[src/rtl/sym_frame_deserializer_pkg.sv]
// Shared constants and types for the symbol-to-frame deserializer.
// The frame is packed with beat 0 in the least-significant lane position.
package sym_frame_deserializer_pkg;

  localparam int SYM_W     = 2;
  localparam int NUM_LANES = 4;
  localparam int DROP_W    = 8;
  localparam int CNT_W     = $clog2(NUM_LANES);
  localparam int FRAME_W   = SYM_W * NUM_LANES;
  localparam int ACC_W     = SYM_W * (NUM_LANES - 1);

  localparam logic [CNT_W-1:0] BEAT_FIRST = CNT_W'(0);
  localparam logic [CNT_W-1:0] BEAT_LAST  = CNT_W'(NUM_LANES - 1);

  typedef enum logic {
    HOLD_EMPTY = 1'b0,
    HOLD_FULL  = 1'b1
  } hold_state_e;

  // Saturating increment: the counter sticks at all-ones instead of wrapping.
  function automatic logic [DROP_W-1:0] sat_inc(input logic [DROP_W-1:0] v);
    logic [DROP_W-1:0] r;
    if (v == {DROP_W{1'b1}}) begin
      r = v;
    end else begin
      r = v + {{(DROP_W-1){1'b0}}, 1'b1};
    end
    return r;
  endfunction

endpackage

[src/rtl/sym_frame_deserializer_frame_hold_reg.sv]
// Output holding register: presents one complete frame on four registered lanes
// and keeps it stable until the downstream consumer takes it.
module frame_hold_reg
  import sym_frame_deserializer_pkg::*;
(
  input  logic               clk,
  input  logic               rst,
  input  logic               load,
  input  logic [FRAME_W-1:0] frame_in,
  input  logic               out_ready,
  output logic [SYM_W-1:0]   lane_1,
  output logic [SYM_W-1:0]   lane_2,
  output logic [SYM_W-1:0]   lane_3,
  output logic [SYM_W-1:0]   lane_4,
  output logic               out_valid,
  output logic               stall
);

  hold_state_e        state_q, state_d;
  logic [FRAME_W-1:0] frame_q, frame_d;

  // State and frame registers
  always_ff @(posedge clk or negedge rst) begin
    if (!rst) begin
      state_q <= HOLD_EMPTY;
      frame_q <= {FRAME_W{1'b0}};
    end else begin
      state_q <= state_d;
      frame_q <= frame_d;
    end
  end

  // Next state: a load wins over a transfer so back-to-back frames never bubble
  always_comb begin
    state_d = state_q;
    frame_d = frame_q;
    case (state_q)
      HOLD_EMPTY: begin
        if (load) begin
          state_d = HOLD_FULL;
          frame_d = frame_in;
        end else begin
          state_d = HOLD_EMPTY;
        end
      end
      HOLD_FULL: begin
        if (load) begin
          state_d = HOLD_FULL;
          frame_d = frame_in;
        end else if (out_ready) begin
          state_d = HOLD_EMPTY;
        end else begin
          state_d = HOLD_FULL;
        end
      end
      default: begin
        state_d = HOLD_EMPTY;
        frame_d = {FRAME_W{1'b0}};
      end
    endcase
  end

  assign out_valid = (state_q == HOLD_FULL);
  assign stall     = out_valid && !out_ready;
  assign lane_1    = frame_q[0*SYM_W +: SYM_W];
  assign lane_2    = frame_q[1*SYM_W +: SYM_W];
  assign lane_3    = frame_q[2*SYM_W +: SYM_W];
  assign lane_4    = frame_q[3*SYM_W +: SYM_W];

endmodule

[src/rtl/sym_frame_deserializer.sv]
// Groups a valid/ready stream of 2-bit symbols into 4-lane frames, with
// start-of-frame resync and a saturating count of discarded partial frames.
module sym_frame_deserializer
  import sym_frame_deserializer_pkg::*;
(
  input  logic              clk,
  input  logic              rst,
  input  logic              in_valid,
  output logic              in_ready,
  input  logic [SYM_W-1:0]  in_sym,
  input  logic              in_sof,
  output logic [SYM_W-1:0]  data_1,
  output logic [SYM_W-1:0]  data_2,
  output logic [SYM_W-1:0]  data_3,
  output logic [SYM_W-1:0]  data_4,
  output logic              out_valid,
  input  logic              out_ready,
  output logic [DROP_W-1:0] drop_cnt
);

  logic [CNT_W-1:0]   cnt_q, cnt_d;
  logic [ACC_W-1:0]   acc_q, acc_d;
  logic [DROP_W-1:0]  drop_q, drop_d;
  logic               accept_s;
  logic               load_s;
  logic               hold_stall_s;
  logic [FRAME_W-1:0] frame_s;

  // Only the last beat needs the holding register; earlier beats always have a slot
  assign in_ready = !((cnt_q == BEAT_LAST) && hold_stall_s);
  assign accept_s = in_valid && in_ready;
  assign frame_s  = {in_sym, acc_q};
  assign drop_cnt = drop_q;

  // Beat counter, accumulator and drop counter registers
  always_ff @(posedge clk or negedge rst) begin
    if (!rst) begin
      cnt_q  <= BEAT_FIRST;
      acc_q  <= {ACC_W{1'b0}};
      drop_q <= {DROP_W{1'b0}};
    end else begin
      cnt_q  <= cnt_d;
      acc_q  <= acc_d;
      drop_q <= drop_d;
    end
  end

  // Fill control: sof restarts at beat 0, beat 3 completes straight into the hold register
  always_comb begin
    cnt_d  = cnt_q;
    acc_d  = acc_q;
    drop_d = drop_q;
    load_s = 1'b0;
    if (accept_s) begin
      if (in_sof) begin
        acc_d[0 +: SYM_W] = in_sym;
        cnt_d             = CNT_W'(1);
        if (cnt_q != BEAT_FIRST) begin
          drop_d = sat_inc(drop_q);
        end else begin
          drop_d = drop_q;
        end
      end else if (cnt_q == BEAT_LAST) begin
        load_s = 1'b1;
        cnt_d  = BEAT_FIRST;
      end else begin
        case (cnt_q)
          2'd0:    acc_d[0*SYM_W +: SYM_W] = in_sym;
          2'd1:    acc_d[1*SYM_W +: SYM_W] = in_sym;
          2'd2:    acc_d[2*SYM_W +: SYM_W] = in_sym;
          default: acc_d = acc_q;
        endcase
        cnt_d = cnt_q + CNT_W'(1);
      end
    end else begin
      load_s = 1'b0;
    end
  end

  frame_hold_reg u_hold (
    .clk       (clk),
    .rst       (rst),
    .load      (load_s),
    .frame_in  (frame_s),
    .out_ready (out_ready),
    .lane_1    (data_1),
    .lane_2    (data_2),
    .lane_3    (data_3),
    .lane_4    (data_4),
    .out_valid (out_valid),
    .stall     (hold_stall_s)
  );

endmodule
[config.mk]
export PLATFORM = sky130hd
export DESIGN_NAME = sym_frame_deserializer
export DESIGN_NICKNAME = d
export VERILOG_FILES = /design/src/rtl/sym_frame_deserializer_pkg.sv /design/src/rtl/sym_frame_deserializer_frame_hold_reg.sv /design/src/rtl/sym_frame_deserializer.sv
export SDC_FILE = /design/constraint.sdc
export NUM_CORES = 1
export LEC_CHECK = 0
export BUFFER_PORTS_ARGS = -buffer_cell sky130_fd_sc_hd__clkbuf_2
export CORE_AREA = 2 2 78 43
export CTS_BUF_LIST = sky130_fd_sc_hd__clkbuf_8
export CTS_CLUSTER_DIAMETER = 200
export CTS_CLUSTER_SIZE = 12
export DETAILED_ROUTE_END_ITERATION = 7
export DIE_AREA = 0 0 80 45
export PLACE_DENSITY = 0.7
export SYNTH_ARGS = -nofsm -noshare
export SYNTH_HDL_FRONTEND = slang
export SYNTH_SLANG_ARGS = --single-unit
[constraint.sdc]
create_clock -name clk -period 3.4 [get_ports clk]
set_input_delay 0.17 -clock clk [delete_from_list [all_inputs] [get_ports clk]]
set_output_delay 0.17 -clock clk [all_outputs]
set_load 0.05 [all_outputs]
==> flow_metrics.tcl <==
set metrics [dict create \
    status "finished, final reports clean" \
    worst_slew_pin_slew_ns 0.620 \
    die_h_um 45 \
    core.rowCount 14 \
    vias_per_cell 4.84 \
    cpMaxStageDelayCell "dfrtp_1" \
    drcViolationCount 0 \
    grt_max_degree 26 \
    grt_pass1_vias 765 \
    period_share 0.540 \
    ant_nets 0 \
    syn-cell-area_sq_mm 0.00117 \
    ys_seq_area_frac 0.532 \
    hold_start "in_sym[1]" \
    crit_chain "inv_1 -> ha_1 -> and3b_1 -> and4_4 -> and4_1 -> mux2_4" \
    rsz0062_at_grt "false" \
    critPathCaptureType "flop" \
    worstPathArrival_ns 2.00 \
    worst-path-max-fanout 5 \
    htree_levels 1 \
    slew_headroom 0.587 \
    setup_viol 0 \
    clk_pin_slew_ns 0.09 \
    dp.final_hpwl_um 1730 \
    place.gp.congestion 0.742 \
    yosys_warnings 0 \
    slowest_delay_ns 0.42 \
    critPathRequiredTime_ns 3.56 \
    instances_no_fill 163 \
    drtPass1Iterations 4 \
    ctsHoldBuffers 1 \
    critPathLaunch "cnt_q[0]" \
    synth-seq-cells 25 \
    routed_wirelength_um 2240 \
    syn_to_final_growth_pct 19.1 \
    grtUsageTotal 0.145 \
    rr_startpoint "cnt_q[0]" \
    hp-class "input pin to flop" \
    tritoncts "done" \
    clock_path_buffers 2 \
    dp_cells 158 \
    post_drt_wl_per_cell_um 13.7 \
    min_period_ns 1.84 \
    io_pins 25 \
    startpoint_type "flop" \
    setup_tns_ns 0 \
    antenna_found_initial 0 \
    leakagePower_nw 0.699 \
    fmax_mhz 544 \
    clockRootBuffer "clkbuf_8" \
    synth_nets 107 \
    numCtsBuffers 3 \
    ir_worst_vdd_uv 363 \
    cts_setup_buffers 0 \
    timing.final.max_slew_violations 0 \
    die_w_um 80 \
    io_buffer_count 24 \
    max-cap-violations 0 \
    fin_skew_ns 0.00223 \
    drt-initial-drc-count 41 \
    clk_latency_ns 0.27 \
    via_count 789 \
    ctsResizeCount 0 \
    grt_overflow 0 \
    dieArea_sq_mm 0.00360 \
    grt_pass1_wl_um 3800 \
    power_density_mw_per_mm2 836 \
    clkSinkCount 25 \
    syn-instance-count 95 \
    layout-drive-gt1-share 0.260 \
    start_util 0.409 \
    syn_avg_cell_area_sq_um 12.4 \
    finalHoldViolCount 0 \
    core-area_sq_mm 0.00287 \
    post_synth_num_cell_types 27 \
    diodes 0 \
    nets 136 \
    path_class "flop to flop" \
]
## worst max-delay path: cells and delay by family, from the launching register on
kind / cells / cell delay [ns]
fa+ha+maj: 1 / 0.22
mux: 1 / 0.30
flops: 1 / 0.42
buf+inv: 1 / 0.08
simple gates: 3 / 0.71
## cells in the final DEF (no fill, tap or decap), drive strengths merged, types with 2 or more instances in the layout
cell	netlist	final
o21ai	3	3
nand2b	3	3
and4bb	2	2
clkbuf	0	27
nand2	8	8
ha	5	5
nor2	8	8
and4	2	2
mux2	18	18
nand4	2	2
xor2	2	2
nand3b	2	2
dfrtp	25	25
nor2b	2	2
inv	5	5
## report_power, final
part / total (mW) / leakage [nW] / internal [mW] / switching [mW]
Combinational: 0.507 / 0.363 / 0.132 / 0.375
Sequential: 0.482 / 0.315 / 0.404 / 0.0783
Clock: 0.181 / 0.0217 / 0.0831 / 0.0974
Total: 1.17 / 0.699 / 0.619 / 0.551
## synth_stat cells
cell / instances / share of area
a31oi_1: 1 / 0.0053
a41oi_1: 1 / 0.0075
and3b_1: 1 / 0.0075
and4_1: 1 / 0.0075
and4_4: 1 / 0.0096
and4b_1: 1 / 0.0085
and4bb_1: 2 / 0.021
buf_2: 1 / 0.0043
dfrtp_1: 25 / 0.53
ha_1: 5 / 0.053
inv_1: 4 / 0.013
inv_2: 1 / 0.0032
mux2_1: 17 / 0.16
mux2_4: 1 / 0.013
nand2_1: 8 / 0.026
nand2b_1: 3 / 0.016
nand3_1: 1 / 0.0043
nand3b_1: 1 / 0.0064
nand3b_2: 1 / 0.0096
nand4_1: 2 / 0.011
nor2_1: 8 / 0.026
nor2b_1: 2 / 0.011
o21ai_0: 1 / 0.0043
o21ai_1: 2 / 0.0085
o2bb2ai_1: 1 / 0.0075
xnor2_1: 1 / 0.0075
xor2_1: 2 / 0.015
## layout make-up
cell class | count | area [sq um]
Tap cell | 40 | 50.0
Inverter | 5 | 18.8
Multi-Input combinational cell | 64 | 526
Timing Repair Buffer | 25 | 130
Sequential cell | 25 | 626
Clock inverter | 1 | 7.51
Clock buffer | 3 | 41.3
Fill cell | 267 | 1470
## kinds of logic after synthesis
| logic type | count (synthesis) | share of synthesized area |
|---|---|---|
| muxes | 18 | 0.176 |
| and+or+nand+nor | 32 | 0.163 |
| AOI/OAI and AO/OA | 6 | 0.0330 |
| adders and majority gates | 5 | 0.0532 |
| xor gates and xnor gates | 3 | 0.0224 |
| buffers and inverters | 6 | 0.0202 |
| DFF | 25 | 0.532 |
## metal layers
metal,up-vias,global-route usage,part of all wire
met5,-,0,0
met4,0,0.0508,0.012
met3,4,0.0540,0.059
met2,20,0.198,0.38
met1,380,0.210,0.55
li1,385,-,-
## final timing paths
check,end,slack [ns],depth (start not counted)
max in group asynchronous,u_hold.out_valid,2.55,2
max,drop_cnt[5],1.56,6
min,acc_q[1],0.17,2
min reg2reg,u_hold.frame_q[7],0.49,1
min in group asynchronous,u_hold.frame_q[6],0.44,2
max reg2reg,drop_cnt[5],1.56,6
## state kept, by name (all words and copies together), names as in the netlist
name	cells
acc_q	6
cnt_q	2
drop_cnt	8
u_hold.out_valid	1
u_hold.frame_q	8
## stage by stage
stage / setup slack (ns) / hold WS (ns) / power (mW) / util / area, sq um
final: 1.56 / 0.170 / 1.17 / 0.487 / 1400
after global placement: 1.63 / 0.202 / 0.984 / 0.466 / 1340
after detailed placement: 1.57 / 0.215 / 1.00 / 0.466 / 1340
after floorplan: 1.41 / -0.126 / 0.865 / - / 1170
after CTS: 1.56 / 0.177 / 1.18 / 0.487 / 1400
after global routing: 1.48 / 0.185 / 1.25 / 0.487 / 1400
Note: power is estimated with default switching activity, not from simulation.
